`src/rtl/mbist_march_ctrl.sv`:
```
// March C- BIST sequencer for a single-port array with pre-registered write data
// and two-edge read latency; records the first miscompare and a saturating error count.
module mbist_march_ctrl #(
  parameter int DATA_WIDTH = 8,
  parameter int ADDR_WIDTH = 4,
  parameter int ADDR_MAX   = 15,
  parameter int CNT_WIDTH  = 8
) (
  input  logic                  clk,
  input  logic                  rst_n,
  input  logic                  start,
  output logic                  mem_write_read,
  output logic [ADDR_WIDTH-1:0] mem_addr,
  output logic [DATA_WIDTH-1:0] mem_wdata,
  input  logic [DATA_WIDTH-1:0] mem_rdata,
  output logic                  busy,
  output logic                  done,
  output logic                  fail,
  output logic [ADDR_WIDTH-1:0] fail_addr,
  output logic [2:0]            fail_elem,
  output logic [DATA_WIDTH-1:0] fail_data,
  output logic [CNT_WIDTH-1:0]  err_count
);

  // Handshake: start is a level request accepted only when busy=0 (IDLE or DONE);
  // while busy=1 it is ignored, and done holds until the next accepted start.
  typedef enum logic [2:0] {
    IDLE, W_SETUP, W_EXEC, R_ISSUE, R_WAIT, R_CMP, DONE
  } state_t;

  localparam logic [ADDR_WIDTH-1:0] LAST_ADDR = ADDR_WIDTH'(ADDR_MAX);
  localparam logic [2:0]            LAST_ELEM = 3'd5;

  state_t                state, state_nx;
  logic [ADDR_WIDTH-1:0] addr, addr_nx;
  logic [2:0]            elem, elem_nx, elem_inc;
  logic                  down, at_bound, advance, run_start, mismatch;
  logic [DATA_WIDTH-1:0] write_pat, read_pat, diff;

  assign down      = (elem == 3'd3) || (elem == 3'd4);
  assign at_bound  = down ? (addr == '0) : (addr == LAST_ADDR);
  assign elem_inc  = elem + 3'd1;
  // Odd elements write ones; E2/E4 expect ones, every other read expects zeros.
  assign write_pat = {DATA_WIDTH{elem[0]}};
  assign read_pat  = {DATA_WIDTH{(elem == 3'd2) || (elem == 3'd4)}};
  assign diff      = mem_rdata ^ read_pat;
  assign mismatch  = (state == R_CMP) && (diff != '0);

  always_ff @(posedge clk or negedge rst_n) begin
    if (!rst_n) begin
      state <= IDLE;
      addr  <= '0;
      elem  <= '0;
    end else begin
      state <= state_nx;
      addr  <= addr_nx;
      elem  <= elem_nx;
    end
  end

  always_comb begin
    state_nx  = state;
    addr_nx   = addr;
    elem_nx   = elem;
    advance   = 1'b0;
    run_start = 1'b0;
    case (state)
      IDLE, DONE: begin
        if (start) begin
          state_nx  = W_SETUP;
          addr_nx   = '0;
          elem_nx   = '0;
          run_start = 1'b1;
        end
      end
      W_SETUP: state_nx = W_EXEC;
      W_EXEC:  advance  = 1'b1;
      R_ISSUE: state_nx = R_WAIT;
      R_WAIT:  state_nx = R_CMP;
      R_CMP: begin
        if (elem == LAST_ELEM) advance = 1'b1;
        else                   state_nx = W_SETUP;
      end
      default: state_nx = IDLE;
    endcase

    // Last op at this address done: step the address, or move to the next element.
    if (advance) begin
      if (!at_bound) begin
        addr_nx  = down ? addr - 1'b1 : addr + 1'b1;
        state_nx = (elem == 3'd0) ? W_SETUP : R_ISSUE;
      end else if (elem == LAST_ELEM) begin
        state_nx = DONE;
        addr_nx  = '0;
        elem_nx  = '0;
      end else begin
        elem_nx  = elem_inc;
        addr_nx  = ((elem_inc == 3'd3) || (elem_inc == 3'd4)) ? LAST_ADDR : '0;
        state_nx = R_ISSUE;
      end
    end
  end

  always_ff @(posedge clk or negedge rst_n) begin
    if (!rst_n) begin
      fail      <= 1'b0;
      fail_addr <= '0;
      fail_elem <= '0;
      fail_data <= '0;
      err_count <= '0;
    end else if (run_start) begin
      fail      <= 1'b0;
      fail_addr <= '0;
      fail_elem <= '0;
      fail_data <= '0;
      err_count <= '0;
    end else if (mismatch) begin
      if (err_count != '1) err_count <= err_count + 1'b1;
      if (!fail) begin
        fail      <= 1'b1;
        fail_addr <= addr;
        fail_elem <= elem;
        fail_data <= diff;
      end
    end
  end

  // The array write data must already be valid in W_SETUP, one cycle ahead of the write.
  assign mem_write_read = (state == W_EXEC);
  assign mem_addr       = addr;
  assign mem_wdata      = ((state == W_SETUP) || (state == W_EXEC)) ? write_pat : '0;
  assign busy           = (state != IDLE) && (state != DONE);
  assign done           = (state == DONE);

endmodule

```
`config.mk`:
```
export PLATFORM = sky130hd
export DESIGN_NAME = mbist_march_ctrl
export DESIGN_NICKNAME = d
export VERILOG_FILES = /design/src/rtl/mbist_march_ctrl.sv
export SDC_FILE = /design/constraint.sdc
export NUM_CORES = 1
export LEC_CHECK = 0
export ABC_AREA = 1
export CAP_MARGIN = 25
export CORE_MARGIN = 2
export CORE_UTILIZATION = 41
export CTS_BUF_LIST = sky130_fd_sc_hd__clkbuf_8
export CTS_CLUSTER_SIZE = 25
export DETAILED_ROUTE_END_ITERATION = 8
export PLACE_DENSITY = 0.71
export SYNTH_ARGS = -nofsm -noshare
export SYNTH_HDL_FRONTEND = slang
export SYNTH_SLANG_ARGS = --single-unit
export TNS_END_PERCENT = 1
```
`constraint.sdc`:
```
create_clock -name clk -period 1.7 [get_ports clk]
set_input_delay 0.425 -clock clk [delete_from_list [all_inputs] [get_ports clk]]
set_output_delay 0.425 -clock clk [all_outputs]
set_load 0.005 [all_outputs]
```
-- Yosys cells after proc, flatten, opt, wreduce, memory -nomap -nowiden
Index checks and enable logic that the tools add are counted.
- bits in registers: 34
- latch bits: 0
- bits in writable memories: 0
- memory bits (read-only): 0
- input port bits: 11
- output and inout port bits: 39
- logic and storage cells: 91
- memories kept: 0
- add/sub/neg operators: 4
- $mul: 0
- div/mod/pow operators: 0
- order comparisons: 0
- equality and inequality tests: 19
- shifts and indexed selects: 0
- muxes and demuxes: 39
- bitwise logic cells: 1
- reductions and logical operators: 20
- operators with widths (cell ; count):
    $mux W8 ; 7
    $mux W4 ; 10
    $mux W3 ; 13
    $eq A3 B3 Y1 const B ; 6
    $pmux W3 S6 ; 1
    $eq A3 B2 Y1 const B ; 5
    $ne A3 B3 Y1 const B ; 3
    $add A8 B1 Y8 const B ; 1
    $ne A8 B8 Y1 const B ; 1
    $reduce_bool A2 Y1 ; 4
    $reduce_bool A8 Y1 ; 1
    $xor A8 B8 Y8 ; 1
    $logic_not A3 Y1 ; 2
    $mux W1 ; 6
    $reduce_and A2 Y1 ; 3
    $add A4 B1 Y4 const B ; 1
    $eq A4 B4 Y1 const B ; 1
    $logic_not A4 Y1 ; 1
    $logic_or A1 B1 Y1 ; 4
    $ne A2 B1 Y1 const B ; 2
    $sub A4 B1 Y4 const B ; 1
    $add A3 B1 Y3 const B ; 1
    $eq A3 B1 Y1 const B ; 1
    $reduce_and A3 Y1 ; 1
    other kinds (5) ; 6

-- Depth between registers and ports, before layout
Gate-level depths: netlist of the first run.
- word-level depth: 7
- gate-level depth with buffers: 14
- gate-level depth less buffers: 13

-- Worst setup path before layout of the first run
No wires, ideal clock.
- path kind: register to output
- start: register elem[0]
- end: output port mem_wdata[1]
- arrival time: 1422 ps
- data required time: 1275 ps
- setup slack: -147 ps
- stages on the path, launching flop included: 5
- buffers on the path: 2
- cell sequence: dfrtp_1 > inv_1 > buf_2 > nor3_1 > buf_4
- longest elaborated chain between the ends: 1
- ends and longest elaborated chain (element ; line ; source):
    start: declaration ; 36 ; logic [2:0] elem, elem_nx, elem_inc;
    start signal: assignment ; 57 ; elem <= elem_nx;
    $mux W8 ; 131 ; assign mem_wdata = ((state == W_SETUP) || (state == W_EXEC)) ? write_pat : '0;
    end: declaration ; 14 ; output logic [DATA_WIDTH-1:0] mem_wdata,
No other way between the ends.

-- Worst setup path after layout of the first run
- start: register state[1]
- end: output port mem_wdata[5]
- longest elaborated chain between the ends: 3
- elaborated cells between the ends (all ways): 4
- classes of those cells: 2 x eq/ne; 1 x mux; 1 x reduce/logical
- ends and longest elaborated chain (element ; line ; source):
    start: declaration ; 34 ; state_t state, state_nx;
    start signal: assignment ; 55 ; state <= state_nx;
    $eq A3 B1 Y1 / $eq A3 B2 Y1 (equally long branches) ; 131 ;
    $logic_or A1 B1 Y1 (*) ; 131 ;
    $mux W8 (*) ; 131 ;
Every way passes the cells marked *; elsewhere a longest branch is shown, timed or not.

==> flow_metrics.tcl, run 1 <==
set metrics [dict create \
    post-place-cells 412 \
    yosys_warnings 0 \
    power_density_nw_per_um2 1330 \
    viasPerCell 4.89 \
    drt_iter0_drc 109 \
    cts_inserted_buffers 5 \
    drive_gt1_share_pct 23.5 \
    start_util_pct 43.1 \
    finalPower_w 0.00406 \
    rrSetupSlack_ps -150 \
    vdd_drop_max_mv 0.928 \
    rsz0062_at_grt "true" \
    tightestPinTransition_ps 329 \
    endpoint_kind "output port" \
    post_drt_wl_per_cell_um 12.3 \
    met2_usage_pct 33.8 \
    synth.largest_area_cell "dfrtp_1" \
    cp.required_ps 1270 \
    reg2reg_to "state[0]" \
    power.leakage_nw 1.70 \
    num-nets-final 380 \
    cts.clk_slew.worst_paths_ps 80 \
    yosys.area.top_type_share_pct 41.6 \
    firstDrtPassIters 4 \
    drc_errors 0 \
    gr-usage-met1_pct 28.6 \
    drt-total-wl_um 5330 \
    syn2layout_area_growth_pct 49.6 \
    io_buffers 49 \
    grt.busiest_layer "met2" \
    fp.dieW_um 74.7 \
    hold_violations 0 \
    grt_antenna_before_repair 0 \
    fp.dieH_um 74.7 \
    worst-setup-path-type "reg2out" \
    die-area_um2 5570 \
    status "finished with violations" \
    worstHoldEndpoint "fail_data[2]" \
    insertion_delay_ps 290 \
    ys_top_cells_by_area "dfrtp_1 42%, nand2_1 16%, nand3_1 11%" \
    root_buffer "clkbuf_8" \
    grt_start_max_net_pins 35 \
    hold_buffers 0 \
    post-dp-hpwl_um 3650 \
    holdPathStages 2 \
    hold_start "fail_data[2]" \
    routabilityCongestion 0.852 \
    n_fill_cell 439 \
    min_path_type "reg2reg" \
    synthCells 278 \
    synth_nets 293 \
    relSlewSlack_pct 77.9 \
    use_met3_pct 3.35 \
    clock-sinks 34 \
    yosysUniqueCellTypes 29 \
    core-area_um2 4750 \
    cts_tree "yes" \
    cp.arrival_ps 1550 \
    first_global_vias 1991 \
    worst_clock_skew_ps 12.2 \
    crit_fanout 7 \
    grtUsageTotal_pct 21.1 \
    fmax_ghz 0.507 \
    syn_area_um2 2050 \
    rows 25 \
    start_kind "register" \
    post-route-period-util_pct 116 \
    finalSetupTns_ps -2810 \
    r2r-start "state[1]" \
    ant_nets 0 \
    worst-r2r-cell-count 12 \
    synth_seq_area_share_pct 41.6 \
    avgSynthCellArea_um2 7.36 \
    synth-seq-cells 34 \
    ios 50 \
    setup_violations 35 \
    fin_ws_ps -272 \
    cts_max_level 2 \
    post-route-min-period_ps 1970 \
    antennaDiodeCount 0 \
    grt_pass1_wl_um 9100 \
    drv_slew 0 \
    final_cells 433 \
    clockBufferDepth 2 \
    ff_latch_area_um2 856 \
    multi_input_area_um2 1000 \
    max_cap_violations 0 \
    violations "negative setup slack" \
    vias 2117 \
    grt-ovfl-total 0 \
]
layout by cell type, fill, tap and decap left out, drive strengths merged, types with 2 or more instances in the layout:
master,Yosys,routed
a21oi,5,5
buf,12,43
clkbuf,0,7
clkdlybuf4s50,0,33
dfrtp,34,34
dlygate4sd2,0,8
dlymetal6s2s,0,6
ha,3,3
inv,40,41
nand2,92,92
nand3,47,47
nand4,3,3
nor2,19,19
nor3,2,2
o21ai,5,5
o22ai,3,3
xnor2,2,2
xor2,5,5
where the power goes:
| part | total, W | internal, W | switching [W] |
|---|---|---|---|
| registers | 0.00128 | 0.00107 | 0.000212 |
| logic | 0.00216 | 0.00115 | 0.00102 |
| clock network | 0.000618 | 0.000321 | 0.000297 |
| total | 0.00406 | 0.00253 | 0.00152 |
flip-flops by register name, summed over array words and instances, names as in the netlist:
name / flops
elem: 3
err_count: 8
fail: 1
fail_addr: 4
fail_data: 8
fail_elem: 3
mem_addr: 4
state: 3
area by class of cell:
cell class / instances / share of cell area (%)
sequential: 34 / 28.0
tap: 67 / 2.74
clock buffer: 6 / 2.70
timing repair buffer: 92 / 28.7
clock inverter: 2 / 0.286
multi-input combinational: 192 / 32.7
inverter: 40 / 4.90
cells in the mapped netlist (all sizes together):
| library cell | number |
|---|---|
| o22ai | 3 |
| a21oi | 5 |
| xor2 | 5 |
| o31ai | 1 |
| o211ai | 1 |
| o21ai | 5 |
| o2111a | 1 |
| xnor2 | 2 |
| fa | 1 |
| inv | 40 |
| nand4 | 3 |
| nand3b | 1 |
| or2 | 1 |
| dfrtp | 34 |
| nor3 | 2 |
| buf | 12 |
| nor2 | 19 |
| nand3 | 47 |
| nand2 | 92 |
| ha | 3 |
per-stage QoR:
stage | instance area (µm²) | util, % | hold WS [ps] | setup WS [ps]
after floorplan | 2050 | - | 129 | 63.1
after global placement | 2790 | 58.7 | 481 | -119
after detailed placement | 2790 | 58.7 | 488 | -143
after CTS | 3010 | 63.2 | 502 | -234
after global routing | 3060 | 64.4 | 519 | -323
final | 3060 | 64.4 | 494 | -272
metal layers:
layer  share of wire, %  wire [µm]
met1                 44       2360
met2                 49       2630
met3                4.7        251
met4                1.7         91
met5                  0          0
logic make-up (layout without fill, tap and decap cells):
| family | count (synthesis) | in the layout | share of synthesized area [%] |
|---|---|---|---|
| compound gates | 16 | 16 | 4.83 |
| buf+inv | 52 | 140 | 11.6 |
| fa+ha+maj | 4 | 4 | 2.81 |
| simple gates | 165 | 165 | 36.2 |
| xor+xnor | 7 | 7 | 3.00 |
| flops | 34 | 34 | 41.6 |
what timing repair did:
action                                  CTS  global route
pin swaps                                 4             3
endpoints found under the setup margin   32            50
setup buffers                            12             2
resized for setup                        28            22
how the worst max path moves through the flow:
stage	end	depth (start not counted)	slack, ps	start
final	mem_wdata[5]	5	-270	state[1]
after global routing	mem_wdata[5]	5	-320	state[1]
after CTS	mem_write_read	4	-230	state[0]
after detailed placement	err_count[0]	10	-140	mem_rdata[6]
after global placement	fail_elem[1]	11	-120	mem_rdata[5]
after floorplan	mem_addr[3]	11	60	elem[2]
worst max-delay path: stages (launching register included):
cell	delay, ps
dfrtp_1	450
nor2_2	210
nor3_2	60
buf_4	130
buf_4	140
dlygate4sd2_1	260
(Power assumes the default switching activity.)
==> run 2: changes to the inputs <==
--- a/config.mk
+++ b/config.mk
@@ -12,6 +12,7 @@
 export CTS_BUF_LIST = sky130_fd_sc_hd__clkbuf_8
 export CTS_CLUSTER_SIZE = 25
 export DETAILED_ROUTE_END_ITERATION = 8
+export GPL_TIMING_DRIVEN = 0
 export PLACE_DENSITY = 0.71
 export SYNTH_ARGS = -nofsm -noshare
 export SYNTH_HDL_FRONTEND = slang
==> run 2 against run 1 <==
- the flow still finishes with violations (negative setup slack)
- first-iteration DRC count decreased by 7.3%
- sequential power about the same
- highest routed layer unchanged
- sequential share of layout area increased by 0.20 points
- power increased by 1.5%
- critical path depth increased by 1
==> flow_metrics.tcl, run 2 (synthesis gave the netlist of run 1 again) <==
set metrics [dict create \
    use_met3_pct 4.82 \
    core-area_um2 4750 \
    hold_buffers 0 \
    rrSetupSlack_ps -200 \
    dpl-instance-area_um2 2620 \
    reg2reg_to "state[0]" \
    endpoint_kind "output port" \
    drt_iter0_drc 101 \
    drv_slew 0 \
    fin_ws_ps -232 \
    ios 50 \
    layout_commonest_cell "nand2_1" \
    vias 2029 \
    max_stage_delay_ps 450 \
    cts_tree "yes" \
    clkPwrFrac_pct 15.2 \
    first_global_vias 1892 \
    utilization_pct 64.2 \
    antennaDiodeCount 0 \
    min_path_type "in2async" \
    violations "negative setup slack" \
    io_buffers 49 \
    worst-setup-path-type "reg2out" \
    start_util_pct 43.1 \
    drt-total-wl_um 5090 \
    drc_errors 0 \
    fmax_ghz 0.518 \
    crit_chain "buf_6 > nor2_4 > nor3_4 > buf_6 > buf_6 > buf_6" \
    power_density_nw_per_um2 1350 \
    insertion_delay_ps 280 \
    crit_fanout 6 \
    num-nets-final 371 \
    die-area_um2 5570 \
    grt_antenna_before_repair 0 \
    syn2layout_area_growth_pct 49.1 \
    mostFrequentLayoutCells "81 x nand2_1, 45 x nand3_1, 32 x inv_1, 32 x clkdlybuf4s50_1, 27 x dfrtp_1" \
    tightestPinTransition_ps 762 \
    max_cap_violations 0 \
    gr-usage-met1_pct 23.8 \
    cp_common_cell "buf_6" \
    grt_start_max_net_pins 35 \
    drive_gt1_share_pct 26.6 \
    firstDrtPassIters 4 \
    grtUsageTotal_pct 19.1 \
    setup_violations 37 \
    status "finished with violations" \
    root_buffer "clkbuf_8" \
    cts_max_level 2 \
    whs_ps 208 \
    grt-ovfl-total 0 \
    worst_clock_skew_ps 6.06 \
    grt_pass1_wl_um 8260 \
    power.leakage_nw 1.63 \
    comb_power_share_pct 53.0 \
    seqPwrFrac_pct 31.7 \
    ant_nets 0 \
    intPower_w 0.00256 \
    rsz0062_at_grt "true" \
    cts_inserted_buffers 5 \
    clockBufferDepth 2 \
    r2r-start "state[1]" \
    worst-r2r-cell-count 13 \
    fp.dieH_um 74.7 \
    vdd_drop_max_mv 0.703 \
    start_kind "register" \
    rows 25 \
    relSlewSlack_pct 49.2 \
    crit_slowest_cell "dfrtp_1" \
    switching_power_w 0.00156 \
    fin_area_um2 3050 \
    post-route-min-period_ps 1930 \
    clock-sinks 34 \
    cts.clk_slew.worst_paths_ps 70 \
    top_regs "err_count: 8 flops, fail_data: 8 flops" \
    swShare_pct 37.8 \
    post-route-period-util_pct 114 \
    cp.arrival_ps 1510 \
    met2_usage_pct 32.6 \
    fp.dieW_um 74.7 \
    post_drt_wl_per_cell_um 12.0 \
    dp_slack_ps -575 \
    routabilityCongestion 0.849 \
    hold_violations 0 \
    post-dp-hpwl_um 3330 \
    grt.busiest_layer "met2" \
    cp.required_ps 1270 \
    viasPerCell 4.79 \
]
## run 2: changes by cell type in the layout (fill, tap and decap cells not counted), moves of 3 or more
cell	delta
dfrtp_2	+3
buf_6	+15
buf_4	-15
inv_2	-3
dfrtp_1	-3
nor2_2	-3
nor2_4	+4
inv_4	+3
dlygate4sd2_1	-6
## run 2: per-stage QoR
step	std cells	TNS [ps]	total power (W)
after detailed placement	394	-9980	0.00295
after global routing	424	-7100	0.00442
after global placement	394	-26890	0.00292
after floorplan	278	0	0.00217
after CTS	419	-3360	0.00398
final	424	-3250	0.00412
## run 2: repair_timing
item / in CTS / in global routing
endpoints found under the setup margin: 38 / 49
resized for setup: 78 / 29
setup buffers: 25 / 5
pin swaps: 7 / 5
## run 2: worst max-delay path by stage
| stage | from | endpoint | slack [ps] | depth (start not counted) |
|---|---|---|---|---|
| after detailed placement | elem[0] | mem_wdata[3] | -570 | 5 |
| after floorplan | elem[2] | mem_addr[3] | 60 | 11 |
| after global routing | state[1] | mem_wdata[6] | -300 | 6 |
| after global placement | elem[0] | mem_wdata[6] | -530 | 5 |
| after CTS | state[1] | mem_wdata[1] | -220 | 6 |
| final | state[1] | mem_wdata[6] | -230 | 6 |
## run 2: per-layer routing
layer  share of wire, %  up-vias
li1                   -     1025
met1                 45      943
met2                 49       52
met3                4.8        9
met4                1.3        0
met5                  0        -
## run 2: critical path, delay by kind of cell (launching register included)
family | cells | cell delay [ps]
flip-flops | 1 | 450
AND/OR/NAND/NOR | 2 | 310
buffers and inverters | 4 | 460
## run 2: layout make-up
type                            count  area, µm²
Clock inverter                      2       12.5
Clock buffer                        6       82.6
Timing Repair Buffer               75        741
Sequential cell                    34        860
Buffer                              8       78.8
Inverter                           40        158
Multi-Input combinational cell    192       1040
Fill cell                         410       1700
Tap cell                           67       83.8
## run 2: power by group through the flow
| stage | clock, W | combinational [W] | sequential [W] |
|---|---|---|---|
| finish | 0.000627 | 0.00219 | 0.00131 |
| CTS | 0.000648 | 0.00205 | 0.00129 |
| detailed placement | 0 | 0.00165 | 0.00130 |
| floorplan | 0 | 0.000896 | 0.00128 |
| global route | 0.000672 | 0.00240 | 0.00135 |
| global placement | 0 | 0.00162 | 0.00130 |
==> run 3: changes to the inputs <==
--- a/config.mk
+++ b/config.mk
@@ -13,7 +13,7 @@
 export CTS_CLUSTER_SIZE = 25
 export DETAILED_ROUTE_END_ITERATION = 8
 export GPL_TIMING_DRIVEN = 0
-export PLACE_DENSITY = 0.71
+export PLACE_DENSITY = 0.68
 export SYNTH_ARGS = -nofsm -noshare
 export SYNTH_HDL_FRONTEND = slang
 export SYNTH_SLANG_ARGS = --single-unit
==> constraint.sdc (replaced) <==
create_clock -name clk -period 2.4 [get_ports clk]
set_input_delay 0.6 -clock clk [delete_from_list [all_inputs] [get_ports clk]]
set_output_delay 0.6 -clock clk [all_outputs]
set_load 0.005 [all_outputs]
==> run 3 against run 2 <==
- the run now ends clean
- sequential power is 31% lower
- worst setup slack better by 320 ps
- die area stayed put
- sequential share of layout area is 2.3 points higher
- routed wire length is 8.1% lower
- via count is 4.8% lower
- first-iteration DRC count is 7.9% higher
- clock power is 27% lower
- critical path type unchanged
- largest cell class unchanged
- largest power group unchanged
- highest routed layer unchanged
==> flow_metrics.tcl, run 3 (synthesis gave the netlist of run 1 again) <==
set metrics [dict create \
    rows 25 \
    hold_buffers 0 \
    io_buffers 49 \
    grtUsageTotal_pct 18.3 \
    min_path_type "in2async" \
    grt-ovfl-total 0 \
    cp.required_ps 1800 \
    core-area_um2 4750 \
    max_stage_delay_ps 540 \
    power.leakage_nw 1.49 \
    rsz0062_at_grt "false" \
    vias 1932 \
    swShare_pct 38.0 \
    layout_commonest_cell "nand2_1" \
    top_regs "err_count: 8 flops, fail_data: 8 flops" \
    crit_chain "buf_4 > inv_1 > nand2_1 > nor2_2 > clkdlybuf4s50_1" \
    die-area_um2 5570 \
    first_global_vias 1725 \
    n_fill_cell 468 \
    switching_power_w 0.000998 \
    ff_latch_area_um2 851 \
    insertion_delay_ps 300 \
    setup_violations 0 \
    path_delay_family "buffers and inverters" \
    clock-sinks 34 \
    cts_tree "yes" \
    vdd_drop_max_mv 0.471 \
    drive_gt1_share_pct 16.3 \
    cp.arrival_ps 1710 \
    finalSetupTns_ps 0 \
    multi_input_area_um2 982 \
    post_drt_wl_per_cell_um 11.4 \
    seqPwrFrac_pct 34.3 \
    worst-setup-path-type "reg2out" \
    ios 50 \
    clkPwrFrac_pct 17.4 \
    drt_iter0_drc 109 \
    crit_buf_inv 3 \
    cts_inserted_buffers 5 \
    comb_power_share_pct 48.3 \
    hold_violations 0 \
    dp_slack_ps -302 \
    cts.clk_slew.worst_paths_ps 80 \
    root_buffer "clkbuf_8" \
    fp.dieH_um 74.7 \
    routabilityCongestion 0.904 \
    clockBufferDepth 2 \
    tightestPinTransition_ps 750 \
    cts_max_level 2 \
    grt_antenna_before_repair 0 \
    viasPerCell 4.71 \
    fmax_ghz 0.432 \
    intPower_w 0.00163 \
    mostFrequentLayoutCells "85 x nand2_1, 45 x nand3_1, 40 x clkdlybuf4s50_1" \
    firstDrtPassIters 4 \
    post-route-min-period_ps 2310 \
    worst_clock_skew_ps 8.17 \
    fin_area_um2 2790 \
    drc_errors 0 \
    crit_fanout 4 \
    crit_slowest_cell "clkdlybuf4s50_1" \
    drt-total-wl_um 4680 \
    syn2layout_area_growth_pct 36.4 \
    dpl-instance-area_um2 2620 \
    max_cap_violations 0 \
    drv_slew 0 \
    ant_nets 0 \
    status "finished clean" \
    whs_ps 366 \
    post-dp-hpwl_um 3370 \
    power_density_nw_per_um2 941 \
    grt_pass1_wl_um 7780 \
    fin_ws_ps 86.5 \
    relSlewSlack_pct 50.0 \
    endpoint_kind "output port" \
    start_kind "register" \
    fp.dieW_um 74.7 \
    antennaDiodeCount 0 \
    utilization_pct 58.7 \
    post-route-period-util_pct 96.4 \
    start_util_pct 43.1 \
    grt_start_max_net_pins 35 \
    num-nets-final 357 \
]
-- run 3: final cells by class --
type / count / share of cell area [%]
Clock inverter: 2 / 0.448
Buffer: 12 / 3.32
Timing Repair Buffer: 57 / 19.2
Sequential cell: 34 / 30.5
Inverter: 40 / 5.38
Multi-Input combinational cell: 192 / 35.2
Clock buffer: 6 / 2.96
Tap cell: 67 / 3.00
-- run 3: what timing repair did --
item / in CTS / in global routing
endpoints found under the setup margin: 8 / 3
buffers inserted: 6 / 2
resized for setup: 12 / 6
pin swaps: 1 / 1
-- run 3: path summary, 6_finish.rpt --
kind | end | startpoint | slack [ps] | cells past startpoint
min in group clk | fail_data[7] | fail_data[7] | 500 | 2
min reg2reg | fail_data[7] | fail_data[7] | 500 | 2
min | state[2] | rst_n | 370 | 1
max reg2reg | fail_data[2] | state[0] | 500 | 10
max in group asynchronous | mem_addr[0] | rst_n | 1550 | 1
max | done | state[0] | 90 | 5
-- run 3: power by group through the flow --
stage,sequential [W],combinational (W),clock (W)
floorplan,0.000904,0.000630,0
global placement,0.000911,0.00115,0
detailed placement,0.000920,0.00116,0
CTS,0.000901,0.00126,0.000467
global route,0.000928,0.00143,0.000486
finish,0.000901,0.00127,0.000458
-- run 3: stage by stage --
stage	power, W	instances
3_3_place_gp	0.00206	394
5_1_grt	0.00284	410
3_5_place_dp	0.00208	394
4_1_cts	0.00263	408
6_report	0.00263	410
2_1_floorplan	0.00153	278
-- run 3: worst reg2reg max path, delay by kind of cell, from the launching register on --
family                 cells  cell delay, ps
and+or+nand+nor            5             750
buffers and inverters      4             560
AOI/OAI and AO/OA          1              80
DFF                        1             420
-- run 3: per-layer routing --
layer	track usage (%)	vias up	wire, µm
met5	0	-	0
met4	8.93	0	89
met3	2.41	7	212
met2	28.4	51	2110
met1	25.2	868	2260
li1	-	1006	-
